--- config.mk ---
export PLATFORM = sky130hd
export DESIGN_NAME = resv_issue_pip0
export DESIGN_NICKNAME = d
export VERILOG_FILES = /design/src/rtl/resv_pkg.sv /design/src/rtl/resv_pick_oldest.sv /design/src/rtl/resv_issue_pip0.sv
export SDC_FILE = /design/constraint.sdc
export NUM_CORES = 1
export LEC_CHECK = 0
export CORE_MARGIN = 4
export CORE_UTILIZATION = 40
export CTS_CLUSTER_DIAMETER = 200
export DETAILED_ROUTE_END_ITERATION = 10
export PLACE_DENSITY = 0.8
export SYNTH_ARGS = -nofsm -noshare
export SYNTH_HDL_FRONTEND = slang
export SYNTH_SLANG_ARGS = --single-unit
export TNS_END_PERCENT = 5
--- constraint.sdc ---
create_clock -name clk -period 4.3 [get_ports clk]
set_input_delay 0.43 -clock clk [delete_from_list [all_inputs] [get_ports clk]]
set_output_delay 0.43 -clock clk [all_outputs]
set_load 0.03 [all_outputs]
--- src/rtl/resv_pkg.sv ---
// Shared reservation-station definitions: station geometry, field widths and
// the reserved "no cell" / "unused op" codes used by every station block.
package resv_pkg;

  localparam int unsigned resv_n_cell  = 8;
  localparam int unsigned resv_w_ident = 4;
  localparam int unsigned resv_w_uops  = 6;
  localparam int unsigned resv_w_rx_a  = 5;
  localparam int unsigned resv_w_rx_d  = 32;
  localparam int unsigned resv_w_imm_d = 32;
  localparam int unsigned resv_w_pc_d  = 32;

  // Ident value meaning "no cell selected"
  localparam logic [resv_w_ident-1:0] resv_unused_cd = 4'b1111;
  // Op code parked in an empty issue register
  localparam logic [resv_w_uops-1:0]  resv_unused_op = '1;

endpackage

--- src/rtl/resv_pick_oldest.sv ---
// Priority picker: returns the lowest cell index whose candidate code is not
// the "no cell" code; returns the "no cell" code when nothing is offered.
// Ports:
//   candit_all_i  N_cell slices of W_ident, slice k from cell k (0 = oldest)
//   pick_o        selected cell index, or unused_cd
module resv_pick_oldest
  import resv_pkg::*;
#(
  parameter int unsigned        N_cell    = resv_n_cell,
  parameter int unsigned        W_ident   = resv_w_ident,
  parameter logic [W_ident-1:0] unused_cd = W_ident'(resv_unused_cd)
) (
  input  logic [N_cell*W_ident-1:0] candit_all_i,
  output logic [W_ident-1:0]        pick_o
);

  // Scan from youngest to oldest so the oldest candidate wins
  always_comb begin
    pick_o = unused_cd;
    for (int k = N_cell - 1; k >= 0; k--) begin
      if (candit_all_i[k*W_ident +: W_ident] != unused_cd) begin
        pick_o = W_ident'(k);
      end
    end
  end

endmodule

--- src/rtl/resv_issue_pip0.sv ---
// Pipe0 issue stage of the reservation station: picks the oldest pipe0
// candidate, registers its contents into the issue register under a
// valid/ready handshake, tracks station occupancy and steers the shift and
// insert addresses of the cell array.
// Ports:
//   clk, clear        clock; synchronous active-high reset / station flush
//   candit0_all       per-cell pip0 candidate codes
//   sel_a, sel_*      read-port cell select and the selected cell's contents
//   addr_shift        lowest cell that takes shift input (unused_cd = none)
//   addr_insert       cell receiving the decoder entry (unused_cd = none)
//   dec_valid/ready   decoder handshake
//   iss_valid/ready   pipe0 handshake, iss_* registered op
//   occ               occupied-cell count
module resv_issue_pip0
  import resv_pkg::*;
#(
  parameter int unsigned        N_cell    = resv_n_cell,
  parameter int unsigned        W_ident   = resv_w_ident,
  parameter logic [W_ident-1:0] unused_cd = W_ident'(resv_unused_cd),
  parameter int unsigned        W_uops    = resv_w_uops,
  parameter int unsigned        W_rx_a    = resv_w_rx_a,
  parameter int unsigned        W_rx_d    = resv_w_rx_d,
  parameter int unsigned        W_imm_d   = resv_w_imm_d,
  parameter int unsigned        W_pc_d    = resv_w_pc_d
) (
  input  logic                      clk,
  input  logic                      clear,
  input  logic [N_cell*W_ident-1:0] candit0_all,
  output logic [W_ident-1:0]        sel_a,
  input  logic [W_uops-1:0]         sel_uops,
  input  logic [W_rx_a-1:0]         sel_rd_a,
  input  logic [W_rx_d-1:0]         sel_rs_d,
  input  logic [W_rx_d-1:0]         sel_rt_d,
  input  logic [W_imm_d-1:0]        sel_imm_d,
  input  logic [W_pc_d-1:0]         sel_pc_d,
  output logic [W_ident-1:0]        addr_shift,
  output logic [W_ident-1:0]        addr_insert,
  input  logic                      dec_valid,
  output logic                      dec_ready,
  output logic                      iss_valid,
  input  logic                      iss_ready,
  output logic [W_uops-1:0]         iss_uops,
  output logic [W_rx_a-1:0]         iss_rd_a,
  output logic [W_rx_d-1:0]         iss_rs_d,
  output logic [W_rx_d-1:0]         iss_rt_d,
  output logic [W_imm_d-1:0]        iss_imm_d,
  output logic [W_pc_d-1:0]         iss_pc_d,
  output logic [W_ident-1:0]        occ
);

  localparam logic [W_ident-1:0] n_cell_c    = W_ident'(N_cell);
  localparam logic [W_uops-1:0]  unused_op_c = W_uops'(resv_unused_op);

  logic [W_ident-1:0]        occ_q, occ_d;
  logic                      iss_valid_q, iss_valid_d;
  logic [W_uops-1:0]         iss_uops_q;
  logic [W_rx_a-1:0]         iss_rd_a_q;
  logic [W_rx_d-1:0]         iss_rs_d_q, iss_rt_d_q;
  logic [W_imm_d-1:0]        iss_imm_d_q;
  logic [W_pc_d-1:0]         iss_pc_d_q;
  logic [N_cell*W_ident-1:0] candit_live;
  logic                      ld, fire, ins;

  // Cells at or above occ are empty; their candidate codes are stale
  always_comb begin
    candit_live = candit0_all;
    for (int k = 0; k < N_cell; k++) begin
      if (W_ident'(k) >= occ_q) begin
        candit_live[k*W_ident +: W_ident] = unused_cd;
      end
    end
  end

  resv_pick_oldest #(
    .N_cell    (N_cell),
    .W_ident   (W_ident),
    .unused_cd (unused_cd)
  ) u_pick (
    .candit_all_i (candit_live),
    .pick_o       (sel_a)
  );

  // Handshakes; a flush suppresses both issue and insert
  assign ld        = !iss_valid_q || iss_ready;
  assign fire      = !clear && ld && (sel_a != unused_cd);
  assign dec_ready = !clear && (occ_q < n_cell_c);
  assign ins       = dec_valid && dec_ready;

  assign addr_shift = fire ? sel_a : unused_cd;

  // When a cell issues the same cycle, everything above it shifts down one,
  // so the new entry lands one slot lower
  always_comb begin
    addr_insert = unused_cd;
    if (ins) begin
      addr_insert = fire ? (occ_q - W_ident'(1)) : occ_q;
    end
  end

  always_comb begin
    occ_d       = occ_q + W_ident'(ins) - W_ident'(fire);
    iss_valid_d = iss_valid_q;
    if (fire) begin
      iss_valid_d = 1'b1;
    end else if (ld) begin
      iss_valid_d = 1'b0;
    end
  end

  // Occupancy and issue register
  always_ff @(posedge clk) begin
    if (clear) begin
      occ_q       <= '0;
      iss_valid_q <= 1'b0;
      iss_uops_q  <= unused_op_c;
      iss_rd_a_q  <= '0;
      iss_rs_d_q  <= '0;
      iss_rt_d_q  <= '0;
      iss_imm_d_q <= '0;
      iss_pc_d_q  <= '0;
    end else begin
      occ_q       <= occ_d;
      iss_valid_q <= iss_valid_d;
      if (fire) begin
        iss_uops_q  <= sel_uops;
        iss_rd_a_q  <= sel_rd_a;
        iss_rs_d_q  <= sel_rs_d;
        iss_rt_d_q  <= sel_rt_d;
        iss_imm_d_q <= sel_imm_d;
        iss_pc_d_q  <= sel_pc_d;
      end
    end
  end

  assign occ       = occ_q;
  assign iss_valid = iss_valid_q;
  assign iss_uops  = iss_uops_q;
  assign iss_rd_a  = iss_rd_a_q;
  assign iss_rs_d  = iss_rs_d_q;
  assign iss_rt_d  = iss_rt_d_q;
  assign iss_imm_d = iss_imm_d_q;
  assign iss_pc_d  = iss_pc_d_q;

endmodule

# Word-level counts from Yosys, hierarchy flattened
# Cells that the tools add are included.
[word_totals] reg_bits=144 latchBits=0 ram_bits=0 romBits=0 inputBits=175 output_inout_bits=157 elab_cells=58 memories=0
[op_classes] n_addsub=3 mul=0 div_mod_pow=0 magnitude_cmp=9 eq_ne=9 shift=0 mux=21 bitwise=0 reduce_logical=8
[op_table] op="4-bit two-way mux" count=19
[op_table] op="4-bit != test, second input constant" count=9
[op_table] op="3-bit by 4-bit greater-or-equal comparator with 1-bit output, first input constant" count=4
[op_table] op="1-bit by 4-bit greater-or-equal comparator with 1-bit output, first input constant" count=2
[op_table] op="2-bit by 4-bit greater-or-equal comparator with 1-bit output, first input constant" count=2
[op_table] op="4-bit by 1-bit adder with 4-bit output" count=1
[op_table] op="1-bit logical AND" count=4
[op_table] op="4-bit < comparator, second input constant" count=1
[op_table] op="4-bit by 1-bit subtractor with 4-bit output" count=1
[op_table] op="4-bit by 1-bit subtractor with 4-bit output, second input constant" count=1
[op_table] op="1-bit logical NOT" count=2
[op_table] op="1-bit two-way mux" count=2
[op_table] op="2-bit nonzero test" count=1
[op_table] op="1-bit logical OR" count=1

# Depth between registers and ports, before layout
# Gate-level depths: netlist (run 1).
[depth] word_depth=15 mapped_depth=18 depth_no_buf=15

# Cells and area by module
# From an unflattened synthesis (run 1), not the netlist that was laid out.
[hier_totals] cells_unflattened=739 area_unflattened_um2=6389.9
[by_module_without_submodules] mod="resv_issue_pip0" n_inst=1 cells_per_inst=719 area_each_um2=6244.7
[by_module_without_submodules] mod="resv_pick_oldest" n_inst=1 cells_per_inst=20 area_each_um2=145.1

# Worst setup path before layout (run 1)
# No wires, ideal clock.
[synth_timing] path_type="reg2reg" start="reg occ_q[1], in the netlist occ[1]" end="reg occ_q[2], in the netlist occ[2]" setup_ns=0.128 arrival_ns=3.253 t_required_ns=4.172 setup_slack_ns=0.919 path_stages_with_launch=17 path_buffers=2 period_less_slack_ns=3.381 path_cell_list="dfxtp_1 > inv_1 > ha_1 > and3b_1 > a2111o_1 > nand2_2 > o31ai_4 > buf_6 > buf_6 > inv_1 > ha_1 > inv_1 > ha_1 > inv_1 > fa_1 > xnor2_1 > nor2_1"
[synth_between] elab_chain_len=14 elab_cells_between_ends=39
[synth_lines] item="from (decl)" line_no="resv_issue_pip0.sv:54" text="logic [W_ident-1:0] occ_q, occ_d;"
[synth_lines] item="from (signal assigned)" line_no="resv_issue_pip0.sv:113" text="occ_q <= '0;"
[synth_lines] item="from (signal assigned)" line_no="resv_issue_pip0.sv:122" text="occ_q <= occ_d;"
[synth_lines] item="3-bit by 4-bit greater-or-equal comparator with 1-bit output" line_no="resv_issue_pip0.sv:68" text="if (W_ident'(k) >= occ_q) begin"
[synth_lines] item="4-bit two-way mux" line_no="resv_issue_pip0.sv:68"
[synth_lines] item="4-bit != test" line_no="resv_pick_oldest.sv:21" text="if (candit_all_i[k*W_ident +: W_ident] != unused_cd) begin"
[synth_lines] item="4-bit two-way mux (7 in a row)" line_no="resv_pick_oldest.sv:21"
[synth_lines] item="4-bit two-way mux *" line_no="resv_pick_oldest.sv:21"
[synth_lines] item="4-bit != test *" line_no="resv_issue_pip0.sv:85" text="assign fire = !clear && ld && (sel_a != unused_cd);"
[synth_lines] item="1-bit logical AND *" line_no="resv_issue_pip0.sv:85"
[synth_lines] item="net fire" line_no="resv_issue_pip0.sv:62" text="logic ld, fire, ins;"
[synth_lines] item="4-bit by 1-bit subtractor with 4-bit output *" line_no="resv_issue_pip0.sv:101" text="occ_d = occ_q + W_ident'(ins) - W_ident'(fire);"
# Mark *: on every way through the listed nets, which the timed path passes. The rest lies on a longest branch.
# A chain may end at the register's enable or synchronous reset.

# Worst setup path in the final report (run 1)
[layout_timing] start="reg occ_q[2], in the netlist occ[2]" end="out addr_insert[2]"
[layout_between] elab_chain_len=15 elab_cells_between_ends=40
[layout_lines] item="3-bit by 4-bit greater-or-equal comparator with 1-bit output" line_no="resv_issue_pip0.sv:68"
[layout_lines] item="4-bit two-way mux" line_no="resv_issue_pip0.sv:68"
[layout_lines] item="4-bit != test" line_no="resv_pick_oldest.sv:21"
[layout_lines] item="4-bit two-way mux (8 in a row)" line_no="resv_pick_oldest.sv:21"
[layout_lines] item="4-bit != test" line_no="resv_issue_pip0.sv:85"
[layout_lines] item="1-bit logical AND" line_no="resv_issue_pip0.sv:85"
[layout_lines] item="4-bit two-way mux" line_no="resv_issue_pip0.sv:96" text="addr_insert = fire ? (occ_q - W_ident'(1)) : occ_q;"
[layout_lines] item="4-bit two-way mux *" line_no="resv_issue_pip0.sv:95" text="if (ins) begin"
[layout_lines] item="to (decl)" line_no="resv_issue_pip0.sv:37" text="output logic [W_ident-1:0] addr_insert,"
# Mark *: on every way between the ends. The rest lies on a longest branch, timed or not.

==> results of run 1 <==
[power breakdown]
group,internal [mW],total [mW],switching [mW],leakage (nW)
Combinational,0.889,1.80,0.906,2.91
Sequential,1.52,1.62,0.106,1.20
Clock,0.880,1.47,0.595,0.283
[registers in the layout, indices dropped and copies added, names as in the netlist]
register	flops
iss_rd_a	5
iss_rt_d	32
occ	4
iss_imm_d	32
iss_pc_d	32
iss_uops	6
iss_valid	1
iss_rs_d	32
[worst reg2reg max path, delay by kind of cell, from the launching register on]
kind / cells / cell delay [ns]
AND/OR/NAND/NOR: 1 / 0.27
multiplexers: 1 / 0.50
AO/OA/AOI/OAI: 3 / 0.75
flip-flops: 1 / 0.35
adder cells (fa/ha/maj): 1 / 0.36
buffers and inverters: 2 / 0.99
[per-layer routing]
| metal | global-route usage, % | vias to the layer above | routed length [um] |
|---|---|---|---|
| li1 | - | 2509 | - |
| met1 | 21.63 | 2316 | 7134 |
| met2 | 32.55 | 217 | 8777 |
| met3 | 7.750 | 25 | 1696 |
| met4 | 6.607 | 0 | 364 |
| met5 | 0 | - | 0 |
[layout make-up]
cell class	count	area, um2
fill	1212	5350
timing repair buffer	335	3353
multi-input combinational	363	3314
sequential	144	2883
clock buffer	18	439.2
tap	216	270.3
clock inverter	13	153.9
inverter	17	63.81
[Yosys cell counts, types with 2 or more instances]
master / number
nor2_1: 15
mux2_4: 71
a41o_1: 2
o21ai_0: 3
dfxtp_1: 144
and4_1: 2
nand3_1: 4
mux2i_1: 7
inv_1: 17
nor2b_1: 135
a21oi_1: 7
xnor2_1: 2
and2_1: 3
mux2_2: 62
nand4_1: 5
nand2_1: 7
buf_2: 6
nor3_1: 2
clkbuf_1: 16
ha_1: 14
a221oi_1: 2
buf_6: 9
nand2b_1: 4
[how the worst max path moves through the flow]
stage | to | slack, ns | cells after the start
floorplan | occ[2]$_SDFF_PP0_ | 0.92 | 16
global placement | addr_shift[0] | 0.99 | 8
detailed placement | iss_pc_d[13]$_SDFFE_PP0N_ | 0.93 | 7
CTS | addr_shift[1] | 0.55 | 8
global route | addr_insert[2] | 0.29 | 9
finish | addr_insert[2] | 0.56 | 9
[through the flow]
stage / util (%) / instance area (um2) / hold slack (ns) / total power, mW
2_1_floorplan: - / 6460 / 0.5623 / 2.741
3_3_place_gp: 62.45 / 9884 / 0.4954 / 3.430
3_5_place_dp: 62.45 / 9884 / 0.5071 / 3.448
4_1_cts: 66.20 / 10480 / 0.5164 / 4.945
5_1_grt: 66.20 / 10480 / 0.5413 / 5.123
6_report: 66.20 / 10480 / 0.5140 / 4.894
[cells by family after synthesis]
| kind of cell | after synthesis | synth area share, % |
|---|---|---|
| flip-flops | 144 | 44.63 |
| adder cells (fa/ha/maj) | 15 | 3.022 |
| AO/OA/AOI/OAI | 25 | 2.944 |
| AND/OR/NAND/NOR | 181 | 16.68 |
| multiplexers | 140 | 28.39 |
| XOR/XNOR | 2 | 0.2712 |
| buffers and inverters | 49 | 4.068 |
[layout by cell type, fill, tap and decap left out, types with 3 or more instances in the layout]
| master | netlist | layout |
|---|---|---|
| clkdlybuf4s50_1 | 0 | 330 |
| dfxtp_1 | 144 | 144 |
| nor2b_1 | 135 | 135 |
| mux2_4 | 71 | 71 |
| mux2_2 | 62 | 62 |
| inv_1 | 17 | 17 |
| clkbuf_16 | 0 | 17 |
| nor2_1 | 15 | 15 |
| ha_1 | 14 | 14 |
| a21oi_1 | 7 | 7 |
| nand2_1 | 7 | 7 |
| mux2i_1 | 7 | 7 |
| nand4_1 | 5 | 5 |
| nand2b_1 | 4 | 4 |
| nand3_1 | 4 | 4 |
| buf_4 | 1 | 4 |
| and2_1 | 3 | 3 |
| o21ai_0 | 3 | 3 |
| clkinvlp_4 | 0 | 3 |
| inv_6 | 0 | 3 |
==> metrics.md, run 1 <==
| Metric | Value |
|---|---|
| Synth cell types | 40 |
| Horiz. Die Dim | 135.1 um |
| ANT nets after route | 0 |
| Worst Path Arrival | 3.31 ns |
| Worst-path clk slew | 0.06 ns |
| Post-Layout Cell Count | 1106 |
| Critical Path Start Type | flip-flop |
| Post-synth EDFFs | 0 |
| Worst path max stage delay | 0.74 ns |
| Iteration-0 DRC Markers | 127 |
| Nets | 1068 |
| DRC viols | 0 |
| DRT Pass-1 Iters | 4 |
| Setup Crit Path Kind | reg2out |
| Clk_skew | 0.01140 ns |
| Crit end category | primary output |
| Top achievable clock speed | 0.2674 GHz |
| Main area contributors after synthesis | dfxtp_1, mux2_4, nor2b_1 |
| Vias in the first global route | 5396 |
| Cts repair resizes | 0 |
| All-Layer GR Usage | 19.09% |
| Largest net degree at the start of global routing | 80 |
| Cts hold-fix bufs | 0 |
| Total die area | 18250 um2 |
| Initial antenna violation count | 0 |
| Worst VDD drop | 243.4 uV |
| Fin. Hold Viols | 0 |
| Initial Util | 40.81% |
| # clock sinks | 144 |
| Num rows | 46 |
| Syn Nets | 746 |
| # H-tree levels | 4 |
| Hold Startpoint | iss_uops[0]$_SDFFE_PP1N_ |
| Hold path cells | 2 |
| Post-synth top area share | 44.63% |
| Post-Syn Area | 6460 um2 |
| Root buf cell | clkbuf_16 |
| Final setup vio count | 0 |
| WL/cell | 16.25 um |
| DP Cell Count | 1075 |
| Worst path cell trace | inv_1 -> ha_1 -> o21ai_1 -> a22oi_1 -> nand3_1 -> inv_1 -> nand3_1 -> a211oi_1 -> clkdlybuf4s50_1 |
| IO buf count | 331 |
| Area Overhead vs Synth | 62.19% |
| Synth warn | 0 |
| TritonCTS Buffers | 17 |
| RePlAce Congestion | 0.8677 |
| Minimum clock period | 3.739 ns |
| RSZ-0062 raised after global routing | no |
| CP delay by family, top | buffers and inverters |
| Clk_lat worst skew | 0.42 ns |
| Cell taking the most area after synthesis | dfxtp_1 |
| Reg2reg setup slack | 0.97 ns |
| Syn_area_per_cell | 11.62 um2 |
| Worst Reg-to-Reg Cells | 8 |
| Tcrit/Tclk final | 86.96% |
| Gr ovfl total | 0 |
| Synth Instances | 556 |
| Core Box Area | 15830 um2 |
| Top_reg_cell synth | dfxtp_1 |
| Dpl ws | 0.9326 ns |
| # IOs | 332 |
| #FFs+latches synth | 144 |
| Maximum clock path buffer count | 2 |
| Cell Pwr Density | 467.1 nW/um2 |
| Chip height | 135.1 um |
| DP HPWL | 13230 um |
| Setup_tns | 0 ns |
| Average via count per standard cell | 4.581 |
| Max cap viols | 0 |
| CP Max Fanout | 9 |
| WP buf/inv | 3 |
| Worst min-delay path class | reg2reg |
| Global-route wire length before repair | 27780 um |
| Final Max Slew Viols | 0 |
| Worst Slack Setup Final | 0.5609 ns |
| Setup Buffers After CTS | 0 |
| Worst-margin pin slew | 1.037 ns |
| Slowest cell on the critical path | clkdlybuf4s50_1 |
| Status | finished, final reports clean |
| Layout cells sized above 1 | 19.33% |
| Max-Slew Margin vs Limit | 30.86% |
| Pleak | 4.391 nW |
| Vias | 5067 |
| R2R Path Start | occ[2]$_SDFF_PP0_ |
| Register area share after synthesis | 44.63% |
| Worst path required time | 3.87 ns |
| N_diodes | 0 |
| Routed wire length | 17970 um |
| Worst r2r dst | iss_rd_a[2]$_SDFFE_PP0N_ |
| CTS tree | yes |
| Setup crit start | occ[2]$_SDFF_PP0_ |
| Post-synth ARST share | 0% |
| Hold Crit Endpoint | iss_uops[0]$_SDFFE_PP1N_ |
No activity file was read; power rests on OpenSTA's default activity.
==> run 2: changes to the inputs <==
- CAP_MARGIN: not set -> 20
==> results of run 2 <==
Same layout as run 1: the final DEF is identical, and so are final timing and power.
